### config.mk
export PLATFORM = sky130hd
export DESIGN_NAME = id_stage_p
export DESIGN_NICKNAME = d
export VERILOG_FILES = /design/src/rtl/id_stage_p.sv
export SDC_FILE = /design/constraint.sdc
export NUM_CORES = 1
export LEC_CHECK = 0
export BUFFER_PORTS_ARGS = -buffer_cell sky130_fd_sc_hd__buf_2
export CAP_MARGIN = 20
export CORE_ASPECT_RATIO = 1.1
export CORE_MARGIN = 3
export CORE_UTILIZATION = 45
export DETAILED_ROUTE_END_ITERATION = 8
export HOLD_SLACK_MARGIN = 0.02
export PLACE_DENSITY = 0.88
export SYNTH_ARGS = -nofsm -noshare
export SYNTH_HDL_FRONTEND = slang
export SYNTH_SLANG_ARGS = --single-unit
### constraint.sdc
create_clock -name clock -period 1.8 [get_ports clock]
set_input_delay 0.09 -clock clock [delete_from_list [all_inputs] [get_ports clock]]
set_output_delay 0.09 -clock clock [all_outputs]
set_load 0.05 [all_outputs]
### src/rtl/id_stage_p.sv
// id_stage_p: instruction decode stage with operand forwarding and jump flush.
// Optional load-use interlock enabled by defining ID_LOADUSE_STALL_EN.
module id_stage_p #(
   parameter int unsigned DW         = 16,
   parameter int unsigned IMM_SIGNED = 0
) (
   input  logic            clock,
   input  logic            reset,
   input  logic            state,
   input  logic [15:0]     id_ir,
   input  logic [15:0]     mem_ir,
   input  logic [15:0]     wb_ir,
   input  logic [DW-1:0]   ALUo,
   input  logic [DW-1:0]   reg_C,
   input  logic [DW-1:0]   reg_C1,
   input  logic [DW-1:0]   d_datain,
   input  logic [8*DW-1:0] gr_flat,
   input  logic            jump,
   output logic [15:0]     ex_ir,
   output logic [DW-1:0]   reg_A,
   output logic [DW-1:0]   reg_B,
   output logic [DW-1:0]   smdr,
   output logic            id_stall
);

   localparam logic       EXEC     = 1'b1;
   localparam logic [4:0] OP_NOP   = 5'd0;
   localparam logic [4:0] OP_HALT  = 5'd1;
   localparam logic [4:0] OP_LOAD  = 5'd2;
   localparam logic [4:0] OP_STORE = 5'd3;
   localparam logic [4:0] OP_MOVI  = 5'd4;
   localparam logic [4:0] OP_ADD   = 5'd5;
   localparam logic [4:0] OP_ADDI  = 5'd6;
   localparam logic [4:0] OP_ADDC  = 5'd7;
   localparam logic [4:0] OP_SUB   = 5'd8;
   localparam logic [4:0] OP_SUBI  = 5'd9;
   localparam logic [4:0] OP_SUBC  = 5'd10;
   localparam logic [4:0] OP_CMP   = 5'd11;
   localparam logic [4:0] OP_AND   = 5'd12;
   localparam logic [4:0] OP_OR    = 5'd13;
   localparam logic [4:0] OP_XOR   = 5'd14;
   localparam logic [4:0] OP_SHL   = 5'd15;
   localparam logic [4:0] OP_SHR   = 5'd16;
   localparam logic [4:0] OP_CAL   = 5'd17;
   localparam logic [4:0] OP_CAR   = 5'd18;
   localparam logic [4:0] OP_JUMP  = 5'd19;
   localparam logic [4:0] OP_JZ    = 5'd20;
   localparam logic [4:0] OP_JNZ   = 5'd21;
   localparam logic [4:0] OP_JS    = 5'd22;
   localparam logic [4:0] OP_JNS   = 5'd23;
   localparam logic [4:0] OP_JC    = 5'd24;
   localparam logic [4:0] OP_JNC   = 5'd25;

   function automatic logic is_wr(input logic [4:0] op);
      return op inside {OP_CAR, OP_MOVI, OP_ADD, OP_ADDI, OP_ADDC, OP_SUB, OP_SUBI,
                        OP_SUBC, OP_AND, OP_OR, OP_XOR, OP_SHL, OP_SHR, OP_CAL};
   endfunction

   function automatic logic is_a_hi(input logic [4:0] op);
      return op inside {OP_JZ, OP_JNZ, OP_JS, OP_JNS, OP_JC, OP_JNC, OP_ADDI, OP_SUBI, OP_MOVI};
   endfunction

   function automatic logic is_a_lo(input logic [4:0] op);
      return op inside {OP_LOAD, OP_STORE, OP_ADD, OP_ADDC, OP_SUB, OP_SUBC, OP_CMP,
                        OP_AND, OP_OR, OP_XOR, OP_SHL, OP_SHR, OP_CAL, OP_CAR};
   endfunction

   function automatic logic is_b_fwd(input logic [4:0] op);
      return op inside {OP_ADD, OP_ADDC, OP_SUB, OP_SUBC, OP_CMP, OP_AND, OP_OR, OP_XOR};
   endfunction

   function automatic logic is_b_imm4(input logic [4:0] op);
      return op inside {OP_LOAD, OP_SHL, OP_SHR, OP_CAL, OP_CAR, OP_STORE};
   endfunction

   logic [4:0]    w_id_op, w_ex_op, w_mem_op, w_wb_op;
   logic [DW-1:0] w_gr [8];
   logic [2:0]    w_src_a;
   logic          w_use_a, w_use_b, w_use_s;
   logic [DW-1:0] w_fwd_a, w_fwd_b, w_fwd_s, w_imm4, w_imm8;
   logic          w_flush, w_hazard;
   logic          w_unused;

   assign w_id_op  = id_ir[15:11];
   assign w_ex_op  = ex_ir[15:11];
   assign w_mem_op = mem_ir[15:11];
   assign w_wb_op  = wb_ir[15:11];
   assign w_unused = &{1'b0, mem_ir[7:0], wb_ir[7:0]};

   for (genvar n = 0; n < 8; n++) begin : g_gr
      assign w_gr[n] = gr_flat[n*DW +: DW];
   end

   // Youngest in-flight producer of a register wins; fall back to the register file.
   function automatic logic [DW-1:0] fwd(input logic [2:0] src);
      if (is_wr(w_ex_op) && ex_ir[10:8] == src)                          return ALUo;
      if (is_wr(w_mem_op) && mem_ir[10:8] == src)                        return reg_C;
      if (w_mem_op == OP_LOAD && mem_ir[10:8] == src)                    return d_datain;
      if ((is_wr(w_wb_op) || w_wb_op == OP_LOAD) && wb_ir[10:8] == src) return reg_C1;
      return w_gr[src];
   endfunction

   assign w_src_a = is_a_hi(w_id_op) ? id_ir[10:8] : id_ir[6:4];
   assign w_use_a = is_a_hi(w_id_op) | is_a_lo(w_id_op);
   assign w_use_b = is_b_fwd(w_id_op);
   assign w_use_s = (w_id_op == OP_STORE);
   assign w_fwd_a = fwd(w_src_a);
   assign w_fwd_b = fwd(id_ir[2:0]);
   assign w_fwd_s = fwd(id_ir[10:8]);
   assign w_imm4  = {{(DW-4){1'b0}}, id_ir[3:0]};
   assign w_imm8  = (IMM_SIGNED != 0) ? {{(DW-8){id_ir[7]}}, id_ir[7:0]}
                                      : {{(DW-8){1'b0}}, id_ir[7:0]};
   assign w_flush = jump | (w_id_op == OP_JUMP);

`ifdef ID_LOADUSE_STALL_EN
   // A load in EX cannot be forwarded yet; bubble one cycle so it arrives via d_datain.
   assign w_hazard = (w_ex_op == OP_LOAD) &&
                     ((w_use_a && ex_ir[10:8] == w_src_a)     ||
                      (w_use_b && ex_ir[10:8] == id_ir[2:0])  ||
                      (w_use_s && ex_ir[10:8] == id_ir[10:8]));
`else
   assign w_hazard = 1'b0;
`endif

   assign id_stall = reset & w_hazard & ~w_flush;

   always_ff @(posedge clock or negedge reset) begin
      if (!reset) begin
         ex_ir <= '0;
         reg_A <= '0;
         reg_B <= '0;
         smdr  <= '0;
      end else if (state == EXEC) begin
         if (w_flush || w_hazard) begin
            ex_ir <= {OP_NOP, 11'd0};
         end else begin
            ex_ir <= id_ir;
            if (w_use_a)                       reg_A <= w_fwd_a;
            if (is_b_imm4(w_id_op))            reg_B <= w_imm4;
            else if (is_a_hi(w_id_op))         reg_B <= w_imm8;
            else if (w_use_b)                  reg_B <= w_fwd_b;
            if (w_use_s)                       smdr  <= w_fwd_s;
         end
      end
   end

endmodule

* Word-level counts from Yosys, hierarchy flattened
Cells that the tools add are included.
** Operators by class
- Order comparisons :: 3
- Reductions and logical operators :: 24
- Multiplexer cells :: 68
- Equal/unequal tests :: 77
- Bitwise operators :: 6
** Operator list (number)
- 16-bit 2-to-1 mux :: 34
- 5-bit by 4-bit == test with 1-bit output (second input constant) :: 29
- 16-bit binary-select mux with 3-bit select :: 3
- 5-bit == test (second input constant) :: 19
- 5-bit by 3-bit == test with 1-bit output (second input constant) :: 16
- 14-bit nonzero test :: 4
- 1-bit 2-to-1 mux :: 30
- 3-bit == test :: 9
- 5-bit by 2-bit == test with 1-bit output (second input constant) :: 4
- 4-bit greater-or-equal comparator (second input constant) :: 3
- 1-bit logical AND :: 12
- 3-bit NOT with 4-bit output :: 3
- 3-bit AND reduction :: 3
- 9-bit nonzero test :: 1
- 8-bit nonzero test :: 1
- 6-bit nonzero test :: 1
- 3-bit 2-to-1 mux :: 1
- 3-bit nonzero test :: 1
- 1-bit bitwise OR :: 2
- 1-bit logical OR :: 1
- 1-bit NOT :: 1
** Word-level totals
- Register bits :: 64
- Word-level logic and storage cells :: 182
- Output and inout port bits :: 65

* Depth between registers and ports, before layout
Gate-level depths: netlist (run 1).
- Depth in word-level cells :: 17
- Mapped depth :: 12
- Depth with buffers taken out :: 8

* Worst setup path after synthesis (run 1)
Ideal clock, no wire load.
- Path kind :: input to register
- From :: input id_ir[13]
- To :: register reg_A[8]
- Data required time :: 1.663 ns
- Setup slack :: -0.569 ns
- Buffers on the path :: 2
- Cell stages on the path :: 10
- Arrival :: 2.232 ns
- Library setup time :: 0.137 ns
- Path through :: buf_2 > nor2_4 > a32oi_4 > mux2i_2 > xnor2_1 > or4_4 > buf_6 > o21a_1 > a22oi_1 > a31oi_1
** On the way
- Cells in the longest elaborated chain, start to end :: 13
- Elaborated cells on any way between the ends :: 59
- Those cells by class :: eq/ne (27); mux (21); bitwise (4); reduce/logical (7)
** RTL lines
- from (decl) :: RTL line 10 : input logic [15:0] id_ir,
- 5-bit == test, or another cell as far along :: RTL line 60 : return op inside {OP_JZ, OP_JNZ, OP_JS, OP_JNS, OP_JC, OP_JNC, OP_ADDI, OP_SUBI, OP_MOVI};
- 9-bit nonzero test :: RTL line 60
- 3-bit 2-to-1 mux :: RTL line 103 : assign w_src_a = is_a_hi(w_id_op) ? id_ir[10:8] : id_ir[6:4];
- 3-bit == test :: RTL line 99 : if ((is_wr(w_wb_op) || w_wb_op == OP_LOAD) && wb_ir[10:8] == src) return reg_C1;
- 1-bit logical AND :: RTL line 99
- 1-bit 2-to-1 mux (2 in a row) :: RTL line 99
- 1-bit 2-to-1 mux :: RTL line 98 : if (w_mem_op == OP_LOAD && mem_ir[10:8] == src) return d_datain;
- 1-bit 2-to-1 mux :: RTL line 97 : if (is_wr(w_mem_op) && mem_ir[10:8] == src) return reg_C;
- 16-bit 2-to-1 mux :: RTL line 100 : return w_gr[src];
- 16-bit 2-to-1 mux :: RTL line 99
- 16-bit 2-to-1 mux :: RTL line 98
- 16-bit 2-to-1 mux :: RTL line 97
- to (signal assigned) :: RTL line 138 : if (w_use_a) reg_A <= w_fwd_a;
- to (decl) :: RTL line 20 : output logic [DW-1:0] reg_A,
Several ways; a longest one is shown, not always the timed one. The select of a mux whose other input is x is not followed.
A chain may end at the register's enable or synchronous reset.

* Worst setup path after layout (run 1)
- From :: input id_ir[11]
- To :: register reg_A[7]
The elaborated chain is that of the path after synthesis.

==> results of run 1 <==
[final cells by class]
cell class              instances  share of cell area (%)
multi-input cells             668                   53.53
repair buffers                470                   27.20
flip-flops and latches         64                   13.61
well taps                     204                   2.162
clock buffers                  11                   2.056
clock inverters                 5                  0.6784
inverters                      20                  0.6360
diodes                          6                  0.1272
[stage by stage]
step | total power, mW | hold WS (ns) | cells | utilization (%) | setup slack, ns
floorplan | 4.534 | -0.2056 | 830 | - | -0.5593
global placement | 5.938 | 0.1266 | 1403 | 63.87 | -0.6534
detailed placement | 6.042 | 0.1297 | 1403 | 63.87 | -0.7388
CTS | 8.138 | 0.02008 | 1439 | 68.96 | -0.3622
global route | 8.728 | 0.05557 | 1448 | 71.31 | -0.4089
finish | 8.418 | 0.01827 | 1448 | 71.31 | -0.3386
[worst reg2reg max path, stage by stage, from the launching register on]
cell,delay [ns]
dfrtp_2,0.41
nor3b_2,0.21
a21oi_2,0.05
o22ai_2,0.15
buf_6,0.15
nand4_1,0.11
buf_6,0.17
buf_16,0.14
o21ai_2,0.06
a21oi_1,0.08
a21oi_1,0.19
o21ai_1,0.09
[placed cells by master, fill, tap and decap left out, types with 17 or more instances in the layout]
master	instances
mux2i_1	99
buf_12	21
dfrtp_1	60
o21ai_0	45
o22ai_1	21
mux4_2	64
buf_2	289
xnor2_1	17
mux2_2	43
nand2_1	63
buf_6	24
a21oi_1	27
o21ai_1	35
nor2_1	34
buf_4	128
inv_1	20
a21oi_2	26
[power by group]
| part | internal, mW | switching [mW] |
|---|---|---|
| Clock | 1.25 | 0.659 |
| Sequential | 1.71 | 0.194 |
| Combinational | 1.85 | 2.76 |
| Total | 4.80 | 3.61 |
[worst paths after layout]
check / start / to / slack, ns / cells after the start
setup / recovery: id_ir[11] / reg_A[7] / -0.34 / 12
max in group asynchronous: reset / smdr[4] / 1.18 / 3
hold reg to reg: smdr[10] / smdr[10] / 0.48 / 2
hold / removal: id_ir[3] / ex_ir[3] / 0.02 / 3
setup reg to reg: ex_ir[13] / smdr[8] / -0.14 / 11
min in group asynchronous: reset / ex_ir[1] / 0.30 / 3
[state kept, by name, summed over array words and instances (netlist names)]
register / count
smdr: 16
reg_A: 16
reg_B: 16
ex_ir: 16
[repair_timing]
item | 4_1_cts | 5_1_grt
hold endpoints to repair | 67 | 0
hold buffers | 4 | 0
setup endpoints to repair | 48 | 48
cloned | 1 | 0
gates resized for setup | 95 | 81
setup buffers | 15 | 6
pin swaps | 34 | 44
[layer usage]
layer,routed length (µm),vias up,part of all wire [%],track usage (%)
met1,12740,4441,38,44.28
met2,16280,689,48,55.79
met5,0,-,0,0
met4,1544,0,4.6,13.54
li1,-,4037,-,-
met3,3174,121,9.4,5.316
[cells by family (layout without fill, tap and decap cells)]
group | count (synthesis) | after routing
multiplexers | 212 | 212
AO/OA/AOI/OAI | 274 | 274
other | 1 | 7
flip-flops | 64 | 64
AND/OR/NAND/NOR | 154 | 154
buffers and inverters | 98 | 506
XOR/XNOR | 27 | 27
==> results_dict.tcl, run 1 <==
set metrics [dict create \
    run_status "finished, violations left" \
    violations "negative setup slack" \
    max_freq_mhz 467.6 \
    drt_wl_total_um 33730 \
    antenna_found_initial 6 \
    timing.slew.headroom_pct 54.94 \
    final-seq-area_mm2 0.001607 \
    core_area_mm2 0.01655 \
    yosys.area_share.xor_xnor_pct 3.161 \
    ant_nets 0 \
    synthCells 830 \
    worst_pin_slew_ns 0.6758 \
    nets 1477 \
    grt_pass1_vias 9126 \
    fin_area_mm2 0.01180 \
    max_stage_delay_ns 0.32 \
    drt_iter0_markers 909 \
    synthTopCellsByCount "mux2i_1, o21ai_0, nand2_1" \
    die_x_um 130.9 \
    slew_violations 0 \
    synth_compound_area_share_pct 22.26 \
    die_h_um 143.4 \
    cts_sinks 64 \
    muxShareOfSynthArea_pct 38.83 \
    fin_crit_ns 2.139 \
    yosysTopAreaCell "dfrtp_1" \
    htreeDepth 3 \
    cts_root_buffer "clkbuf_16" \
    overflow 0 \
    synth_fa_ha_area_share_pct 0 \
    synth_area_mm2 0.007717 \
    yosysUniqueCellTypes 58 \
    drive_above_1_share_pct 57.27 \
    grt_max_degree 65 \
    crit_chain "buf_6 -> o21a_1 -> a32oi_4 -> buf_12 -> buf_12 -> mux2i_4 -> buf_4 -> mux2i_1 -> mux2i_1 -> mux2i_1 -> a211o_1 -> a21oi_2" \
    fin_worst_skew_ns 0.005409 \
    initial_core_util_pct 46.62 \
    yosys_warnings 0 \
    hold_viol_final 0 \
    setup_violations 37 \
    hold_class "input port to flop" \
    ys.flop_type "dfrtp_1" \
    critPathMaxFanout 12 \
    grt_pass1_wl_um 49670 \
    cap_violations 0 \
    drc 0 \
    power_density_mw_per_mm2 713.2 \
    syn_avg_cell_area_um2 9.298 \
    synth_nets 1074 \
    worst_slack_ns -0.3386 \
    synth_area_leaders "dfrtp_1, mux4_2, mux2i_1" \
    area_growth_pct 52.95 \
    ys_seq_area_share_pct 20.75 \
    arrival_ns 2.36 \
    io_pins 309 \
    multi_input_area_mm2 0.006319 \
    placed_cell_area_mm2 0.01057 \
    cts_tree "done" \
    crit_slowest_cell "mux2i_1" \
    timing.final.crit_share_pct 118.8 \
    gp_congestion 0.9869 \
    cp_top_family "multiplexers" \
    synth_simple_gate_area_share_pct 9.371 \
    rows 49 \
    crit_top_cell "mux2i_1" \
    clk_pin_slew_worst_paths_ns 0.05 \
    path_buf_inv 4 \
    die-area_mm2 0.01876 \
    hpwlAfterDp_um 26430 \
    crit_path_end_kind "flop" \
    synth_top_family_by_area "multiplexers" \
    critPathRequiredTime_ns 2.02 \
    post_drt_wl_per_cell_um 23.30 \
    p_leak_nw 5.287 \
    clock_latency_ns 0.34 \
    cts_buffers 9 \
    fillers 1225 \
    yosysMostFrequentCell "mux2i_1" \
    synth_top_area_share_pct 20.75 \
    synthArstFlopShare_pct 100.0 \
    clockBufferDepth 2 \
    grt.total_usage_pct 33.74 \
    start_kind "input port" \
    viasPerCell 6.414 \
    synth_edf_count 0 \
    vdd_drop_max_uv 513.8 \
    rsz0062_at_grt "true" \
    critPathKind "input port to flop" \
    port_buffers 291 \
    vias 9288 \
    finalSetupTns_ns -5.951 \
    ys_seq_elements 64 \
    first_pass_iters 5 \
]
(Power assumes the default switching activity.)
==> run 2: changes to the inputs <==
--- a/config.mk
+++ b/config.mk
@@ -9,10 +9,10 @@
 export CAP_MARGIN = 20
 export CORE_ASPECT_RATIO = 1.1
 export CORE_MARGIN = 3
-export CORE_UTILIZATION = 45
+export CORE_UTILIZATION = 46
 export DETAILED_ROUTE_END_ITERATION = 8
 export HOLD_SLACK_MARGIN = 0.02
-export PLACE_DENSITY = 0.88
+export PLACE_DENSITY = 0.9
 export SYNTH_ARGS = -nofsm -noshare
 export SYNTH_HDL_FRONTEND = slang
 export SYNTH_SLANG_ARGS = --single-unit
==> constraint.sdc (replaced) <==
create_clock -name clock -period 1.9 [get_ports clock]
set_input_delay 0.095 -clock clock [delete_from_list [all_inputs] [get_ports clock]]
set_output_delay 0.095 -clock clock [all_outputs]
set_load 0.05 [all_outputs]
==> results_dict.tcl, run 2 (synthesized netlist as in run 1, its figures left out) <==
set metrics [dict create \
    antenna_found_initial 7 \
    cap_violations 0 \
    clock_latency_ns 0.35 \
    die-area_mm2 0.01837 \
    p_seq_share_pct 22.8 \
    p_leak_nw 5.151 \
    total_power_mw 7.839 \
    cts_sinks 64 \
    layout_commonest_cell "buf_2" \
    switching_share_pct 44.97 \
    area_growth_pct 50.10 \
    port_buffers 291 \
    grt_pass1_wl_um 50190 \
    drt_wl_total_um 35500 \
    final_cell_mix "buf_2, mux2i_1, buf_4, nand2_1, mux4_2" \
    clk_pin_slew_worst_paths_ns 0.06 \
    crit_path_end "reg_A[4]" \
    rows 49 \
    clockBufferDepth 2 \
    rr_endpoint "reg_A[5]" \
    timing.final.crit_share_pct 117.8 \
    hold_class "input port to flop" \
    arrival_ns 2.50 \
    fin_crit_ns 2.239 \
    initial_core_util_pct 46.97 \
    drt_iter0_markers 1120 \
    drc 0 \
    first_pass_iters 7 \
    violations "negative setup slack" \
    grt_max_degree 40 \
    die_x_um 129.5 \
    reg2reg_from "ex_ir[15]" \
    cts_root_buffer "clkbuf_16" \
    viasPerCell 6.665 \
    critPathRequiredTime_ns 2.16 \
    finalSetupTns_ns -3.693 \
    run_status "finished, violations left" \
    slew_violations 0 \
    grt_pass1_vias 8910 \
    die_h_um 141.9 \
    max_freq_mhz 446.7 \
    overflow 0 \
    power_density_mw_per_mm2 676.8 \
    timing.slew.headroom_pct 55.58 \
    timing.critical_path.from "id_ir[11]" \
    cts_tree "done" \
    fillers 1195 \
    core_area_mm2 0.01643 \
    drive_above_1_share_pct 55.17 \
    intPower_mw 4.314 \
    io_pins 309 \
    worst_slack_ns -0.3386 \
    critPathMaxFanout 6 \
    ant_nets 0 \
    post_drt_wl_per_cell_um 25.02 \
    gp_congestion 0.9862 \
    fin_worst_skew_ns 0.01115 \
    p_clk_share_pct 20.5 \
    htreeDepth 3 \
    r2r_cells 9 \
    grt.total_usage_pct 35.15 \
    cts_buffers 9 \
    setup_violations 18 \
    critPathKind "input port to flop" \
    power.share.combinational_pct 56.7 \
    start_kind "input port" \
    nets 1448 \
    worst_pin_slew_ns 0.6663 \
    regToRegSetupSlack_ns -0.14 \
    hold_viol_final 0 \
    rsz0062_at_grt "true" \
    hpwlAfterDp_um 25450 \
    netSwitchingPower_mw 3.525 \
    vias 9458 \
    crit_path_end_kind "flop" \
    vdd_drop_max_uv 401.9 \
]
-- run 2: changes by cell type in the layout (fill, tap and decap cells not counted), moves of 5 or more --
cell / change
buf_4: -34
a221oi_1: +5
a221oi_2: -5
a22oi_1: +5
a22oi_2: -5
buf_12: +5
o21ai_4: -5
-- run 2: power by group through the flow --
stage | clock (mW) | sequential [mW] | combinational [mW]
3_3_place_gp | 0 | 1.79 | 3.80
4_1_cts | 1.58 | 1.77 | 4.08
5_1_grt | 1.65 | 1.82 | 4.64
6_report | 1.60 | 1.79 | 4.44
2_1_floorplan | 0 | 2.68 | 1.59
3_5_place_dp | 0 | 1.80 | 3.86
-- run 2: metal layers --
layer / part of all wire, % / GRT usage [%] / up-vias
met5: 0.037 / 0 / -
met4: 5.7 / 10.28 / 2
met3: 12 / 6.589 / 180
met2: 47 / 58.98 / 828
met1: 36 / 46.39 / 4454
li1: - / - / 3994
-- run 2: layout make-up --
cell class	count	area, µm²	share of cell area, %
well taps	204	255.2	2.204
diodes	6	15.01	0.1296
inverters	20	75.07	0.6481
clock inverters	6	43.79	0.3781
repair buffers	440	3063	26.44
multi-input cells	669	6287	54.28
flip-flops and latches	64	1605	13.86
clock buffers	10	239.0	2.063
-- run 2: timing repair --
item	CTS	global route
pin swaps	22	36
setup buffers	14	13
endpoints found under the hold margin	29	0
hold buffers	5	0
gates cloned	8	2
setup endpoints to repair	32	42
gates resized for setup	56	124
-- run 2: worst min-delay path by stage --
stage / startpoint / endpoint / slack (ns) / cells past startpoint
after floorplan: reset / ex_ir[0] / -0.20 / 0
after global placement: reset / ex_ir[1] / 0.13 / 1
after detailed placement: reset / ex_ir[1] / 0.14 / 1
after CTS: ALUo[1] / reg_A[1] / 0.02 / 3
after global routing: ALUo[4] / reg_B[4] / 0.04 / 3
final: ALUo[15] / reg_B[15] / 0.04 / 3
-- run 2: metrics by stage --
stage	util [%]	hold WS [ns]	setup WS [ns]	std cells	cell area [µm²]
5_1_grt	70.50	0.03913	-0.3888	1419	11580
3_3_place_gp	62.57	0.1327	-0.5892	1360	10280
6_report	70.50	0.03577	-0.3386	1419	11580
2_1_floorplan	-	-0.2006	-0.4643	830	7905
3_5_place_dp	62.57	0.1436	-0.7049	1360	10280
4_1_cts	67.55	0.02467	-0.2361	1403	11100
-- run 2: critical path, cell delays in order --
cell and delay [ns]:
buf_8 0.10, o21a_1 0.20, a32oi_4 0.18, buf_12 0.15, buf_4 0.12, mux2i_4 0.23, buf_12 0.15, xnor2_4 0.10
or4_4 0.53, buf_12 0.18, a211o_1 0.28, a21oi_2 0.16
